## config.mk

```make
export PLATFORM = sky130hd
export DESIGN_NAME = con_ff_unit
export DESIGN_NICKNAME = d
export VERILOG_FILES = /design/src/rtl/con_pkg.sv /design/src/rtl/con_decode.sv /design/src/rtl/con_ff_unit.sv
export SDC_FILE = /design/constraint.sdc
export NUM_CORES = 1
export LEC_CHECK = 0
export ABC_CLOCK_PERIOD_IN_PS = 5900
export BUFFER_PORTS_ARGS = -buffer_cell sky130_fd_sc_hd__buf_2
export CELL_PAD_IN_SITES_DETAIL_PLACEMENT = 1
export CELL_PAD_IN_SITES_GLOBAL_PLACEMENT = 1
export CORE_ASPECT_RATIO = 1.1
export CORE_MARGIN = 8
export CORE_UTILIZATION = 30
export DETAILED_ROUTE_END_ITERATION = 12
export GPL_ROUTABILITY_DRIVEN = 1
export GPL_TIMING_DRIVEN = 0
export PLACE_DENSITY_LB_ADDON = 0.15
export SLEW_MARGIN = 40
export SYNTH_ARGS = -nofsm -noshare
export SYNTH_HDL_FRONTEND = slang
export SYNTH_SLANG_ARGS = --single-unit
```

## constraint.sdc

```tcl
create_clock -name clock -period 5.9 [get_ports clock]
set_input_delay 0.59 -clock clock [delete_from_list [all_inputs] [get_ports clock]]
set_output_delay 0.59 -clock clock [all_outputs]
set_load 0.01 [all_outputs]
```

## src/rtl/con_pkg.sv

```systemverilog
// Shared definitions for the CON flip-flop unit: condition codes, c2 invert bit
// and the handshake FSM state encoding.
package con_pkg;

    localparam logic [2:0] COND_ZERO    = 3'b000;
    localparam logic [2:0] COND_NONZERO = 3'b001;
    localparam logic [2:0] COND_POS     = 3'b010;
    localparam logic [2:0] COND_NEG     = 3'b011;
    localparam logic [2:0] COND_GTZ     = 3'b100;
    localparam logic [2:0] COND_LEZ     = 3'b101;
    localparam logic [2:0] COND_CARRY   = 3'b110;
    localparam logic [2:0] COND_OVF     = 3'b111;

    localparam int C2_INV_BIT = 3;

    typedef enum logic {
        ST_IDLE  = 1'b0,
        ST_VALID = 1'b1
    } con_state_e;

endpackage

```

## src/rtl/con_decode.sv

```systemverilog
// Combinational branch-condition decoder: selects a condition on the signed
// bus value or the latched condition codes, then applies the c2 invert bit.
module con_decode
    import con_pkg::*;
#(
    parameter int DATA_WIDTH = 32
) (
    input  logic [3:0]            c2,
    input  logic [DATA_WIDTH-1:0] bus,
    input  logic                  cc_carry,
    input  logic                  cc_ovf,
    output logic                  result
);

    logic is_zero;
    logic is_neg;
    logic raw;

    assign is_zero = (bus == '0);
    assign is_neg  = bus[DATA_WIDTH-1];

    always_comb begin
        raw = 1'b0;
        case (c2[2:0])
            COND_ZERO:    raw = is_zero;
            COND_NONZERO: raw = !is_zero;
            COND_POS:     raw = !is_neg;
            COND_NEG:     raw = is_neg;
            COND_GTZ:     raw = !is_neg && !is_zero;
            COND_LEZ:     raw = is_neg || is_zero;
            COND_CARRY:   raw = cc_carry;
            COND_OVF:     raw = cc_ovf;
            default:      raw = 1'b0;
        endcase
    end

    assign result = raw ^ c2[C2_INV_BIT];

endmodule

```

## src/rtl/con_ff_unit.sv

```systemverilog
// Registered branch-condition unit: CON flip-flop with valid/ack handshake,
// condition-code register and saturating evaluation/taken counters.
module con_ff_unit
    import con_pkg::*;
#(
    parameter int DATA_WIDTH = 32,
    parameter int CNT_WIDTH  = 16
) (
    input  logic                  clock,
    input  logic                  clear_n,
    input  logic [3:0]            c2,
    input  logic [DATA_WIDTH-1:0] bus,
    input  logic                  con_in,
    input  logic                  cc_in,
    input  logic                  alu_carry,
    input  logic                  alu_ovf,
    input  logic                  branch_ack,
    input  logic                  cnt_clr,
    output logic                  flag,
    output logic                  flag_valid,
    output logic                  cc_carry,
    output logic                  cc_ovf,
    output logic [CNT_WIDTH-1:0]  eval_count,
    output logic [CNT_WIDTH-1:0]  taken_count
);

    localparam logic [CNT_WIDTH-1:0] CNT_MAX = '1;

    con_state_e           state_q, state_d;
    logic                 flag_q, flag_d;
    logic                 cc_carry_q, cc_carry_d;
    logic                 cc_ovf_q, cc_ovf_d;
    logic [CNT_WIDTH-1:0] eval_count_q, eval_count_d;
    logic [CNT_WIDTH-1:0] taken_count_q, taken_count_d;
    logic                 result;

    // Decoder sees the registered cc values, so a same-cycle cc_in update is not visible yet
    con_decode #(
        .DATA_WIDTH(DATA_WIDTH)
    ) u_decode (
        .c2       (c2),
        .bus      (bus),
        .cc_carry (cc_carry_q),
        .cc_ovf   (cc_ovf_q),
        .result   (result)
    );

    always_comb begin
        state_d = state_q;
        case (state_q)
            ST_IDLE:  if (con_in) state_d = ST_VALID;
            ST_VALID: if (branch_ack && !con_in) state_d = ST_IDLE;
            default:  state_d = ST_IDLE;
        endcase
    end

    always_comb begin
        flag_d        = con_in ? result : flag_q;
        cc_carry_d    = cc_in ? alu_carry : cc_carry_q;
        cc_ovf_d      = cc_in ? alu_ovf : cc_ovf_q;
        eval_count_d  = eval_count_q;
        taken_count_d = taken_count_q;
        if (cnt_clr) begin
            eval_count_d  = '0;
            taken_count_d = '0;
        end else if (con_in) begin
            if (eval_count_q != CNT_MAX)
                eval_count_d = eval_count_q + 1'b1;
            if (result && taken_count_q != CNT_MAX)
                taken_count_d = taken_count_q + 1'b1;
        end
    end

    always_ff @(posedge clock or negedge clear_n) begin
        if (!clear_n) begin
            state_q       <= ST_IDLE;
            flag_q        <= 1'b0;
            cc_carry_q    <= 1'b0;
            cc_ovf_q      <= 1'b0;
            eval_count_q  <= '0;
            taken_count_q <= '0;
        end else begin
            state_q       <= state_d;
            flag_q        <= flag_d;
            cc_carry_q    <= cc_carry_d;
            cc_ovf_q      <= cc_ovf_d;
            eval_count_q  <= eval_count_d;
            taken_count_q <= taken_count_d;
        end
    end

    assign flag        = flag_q;
    assign flag_valid  = (state_q == ST_VALID);
    assign cc_carry    = cc_carry_q;
    assign cc_ovf      = cc_ovf_q;
    assign eval_count  = eval_count_q;
    assign taken_count = taken_count_q;

endmodule
```

==> flow_metrics.tcl <==
set metrics [dict create \
    status "complete, no violations" \
    post_drt_wl_per_cell_um 16.1 \
    dieArea_um2 9800 \
    row_count 31 \
    seqCellArea_um2 901 \
    grt_pass1_vias 2130 \
    synth_cell_types 43 \
    syn_inst 221 \
    vias_per_cell 5.36 \
    critPathKind "in -> reg" \
    chipHeight_um 103 \
    ir_drop_mv 0.123 \
    finalSetupTns_ns 0 \
    vias 2078 \
    r2r_cells 9 \
    cts_setup_buffers 0 \
    drive_above_1_share 0.330 \
    place.gp.congestion 0.719 \
    cts-root-buf "clkbuf_8" \
    slew_viol_final 0 \
    clock_tree.buffer_depth 2 \
    yosysWarningCount 0 \
    dpl_cell_area_um2 2560 \
    syn_area_um2 2070 \
    fillers 820 \
    ys_async_sr_fraction 1.00 \
    worstMarginPinSlew_ns 0.629 \
    startpoint_type "input pin" \
    cp-end-kind "register" \
    hold_buffers 0 \
    drt.antenna.violating_nets 0 \
    skew_ns 0.00667 \
    synth_edf_count 0 \
    portBuffers 77 \
    clk_pin_slew_ns 0.08 \
    switching_share 0.271 \
    fin_crit_sh 0.425 \
    core_area_um2 6630 \
    r2r_start "cc_ovf" \
    hold_viol 0 \
    p_sw_mw 0.139 \
    synthToLayoutAreaGrowth_pct 28.6 \
    cts_tree "built" \
    drt_pre_antenna_iters 4 \
    die_width_um 95.1 \
    multi_input_area_um2 1100 \
    rr_endpoint "taken_count[2]" \
    hold_slack_ns 0.251 \
    internal_power_mw 0.376 \
    synth-seq-area-share 0.436 \
    fin_ws_ns 3.39 \
    htreeDepth 2 \
    cts_sinks 36 \
    overflow 0 \
    comb_power_share 0.134 \
    grt_pass1_wl_um 10400 \
    grtUsageTotal 0.133 \
    drc 0 \
    synth.top_cell.area_share 0.436 \
    drt-initial-drc-count 70 \
    diodes 0 \
    min_period_ns 2.51 \
    p_leak_nw 1.21 \
    synth.avg_cell_area_um2 9.35 \
    cp.arrival_ns 2.66 \
    grt_start_max_net_pins 37 \
    pre_cts_ws_ns 3.05 \
    routed_wl_um 6260 \
    cp_data_required_time_ns 6.05 \
    antenna_found_initial 0 \
    relSlewSlack 0.576 \
    design_area_um2 2660 \
    cts_resized 0 \
    worstSkewPairLatency_ns 0.29 \
    synth.area.top_cells "dfrtp_1 (44%), a21oi_1 (5.6%), or3_1 (4.8%), o21ai_0 (3.6%), nor2_1 (3.1%)" \
    clockPowerShare 0.365 \
    final_nets 351 \
    cts-buffers-inserted 5 \
    clock.fmax_ghz 0.399 \
    worstSetupStartpoint "bus[9]" \
    hold_path_class "in -> async" \
    synth_nets 267 \
    maxCapViolations 0 \
    power_density_nw_per_um2 194 \
    p_seq_frac 0.501 \
    rsz0062_at_grt "no" \
    synth_seq_cells 36 \
    crit_fanout 10 \
    num_io_pins 80 \
    initial_core_util 0.311 \
    finalSetupViolCount 0 \
    r2r_slack_ns 3.61 \
    synth_top_cell_by_area "dfrtp_1" \
    dp_hpwl_um 4800 \
    synth_ff_type "dfrtp_1" \
]
[power by group through the flow]
| stage | Clock (mW) | Combinational, mW | Sequential [mW] |
|---|---|---|---|
| 6_report | 0.188 | 0.0691 | 0.258 |
| 5_1_grt | 0.204 | 0.0779 | 0.259 |
| 2_1_floorplan | 0 | 0.0324 | 0.265 |
| 4_1_cts | 0.197 | 0.0712 | 0.258 |
| 3_3_place_gp | 0 | 0.0699 | 0.263 |
| 3_5_place_dp | 0 | 0.0709 | 0.263 |
[worst max-delay path by stage]
stage               depth (start not counted)  slack (ns)               to
floorplan                                   7        3.47  taken_count[15]
finish                                     10        3.39   taken_count[2]
detailed placement                         10        3.05   taken_count[2]
CTS                                        10        3.35   taken_count[1]
global placement                           10        3.06   taken_count[1]
global route                               10        3.17   taken_count[2]
[registers in the layout, indices dropped and copies added (netlist names)]
signal / count
flag_valid: 1
flag: 1
eval_count: 16
cc_carry: 1
cc_ovf: 1
taken_count: 16
[cell families after synthesis]
group | Yosys count | share of synthesized area
adder cells (fa/ha/maj) | 2 | 0.0121
multiplexers | 4 | 0.0206
AND/OR/NAND/NOR | 95 | 0.259
flip-flops | 36 | 0.436
XOR/XNOR | 12 | 0.0509
buffers and inverters | 15 | 0.0369
AO/OA/AOI/OAI | 57 | 0.185
[cell type report]
type,instances,area share
Buffer,7,0.0174
Clock buffer,6,0.0311
Clock inverter,2,0.00377
Inverter,8,0.0113
Multi-Input combinational cell,170,0.413
Sequential cell,36,0.339
Tap cell,82,0.0386
Timing Repair Buffer,77,0.146
[critical path, cell delays in order]
cell and delay, ns:
buf_2 0.10, nor4_1 0.32, nand4_1 0.21, or4b_4 0.53, o311ai_4 0.10, o21ai_4 0.15
buf_6 0.16, buf_2 0.18, o21ai_0 0.20, a21oi_1 0.10
[synth_stat cells, types with 2 or more instances]
cell,instances
dfrtp_1,36
a21oi_1,23
nor2_1,17
or3_1,16
o21ai_0,15
nand2_1,12
nand3_1,12
inv_1,8
nand4_1,8
nor4_1,8
xnor2_1,7
and3_1,5
xor2_1,5
and4_1,4
o31ai_1,4
or4_1,4
a21o_1,3
clkbuf_1,3
buf_6,2
ha_1,2
mux2_2,2
mux2i_1,2
nor2b_1,2
nor3_1,2
[cell usage in the layout (no fill, tap or decap), drive strengths merged, types with 2 or more instances in the layout]
| cell type | n |
|---|---|
| a21o | 3 |
| a21oi | 24 |
| and3 | 5 |
| and4 | 4 |
| buf | 81 |
| clkbuf | 9 |
| clkinv | 2 |
| dfrtp | 36 |
| ha | 2 |
| inv | 8 |
| mux2 | 2 |
| mux2i | 2 |
| nand2 | 12 |
| nand3 | 12 |
| nand4 | 8 |
| nor2 | 17 |
| nor2b | 2 |
| nor3 | 2 |
| nor4 | 9 |
| o21ai | 16 |
| o31ai | 4 |
| or3 | 16 |
| or4 | 4 |
| xnor2 | 7 |
| xor2 | 5 |
[routing by layer]
layer / global-route usage / wire length (um) / up-vias
met5: 0 / 0 / -
met4: 0.0433 / 78 / 0
met3: 0.0350 / 487 / 8
met2: 0.225 / 2970 / 60
met1: 0.158 / 2720 / 1008
li1: - / - / 1002
[metrics by stage]
step | utilization | std cells | power, mW
after global placement | 0.385 | 380 | 0.333
after CTS | 0.400 | 388 | 0.526
after floorplan | - | 221 | 0.297
after global routing | 0.400 | 388 | 0.542
after detailed placement | 0.387 | 380 | 0.334
final | 0.400 | 388 | 0.515
Power figures use the tool's default switching activity.
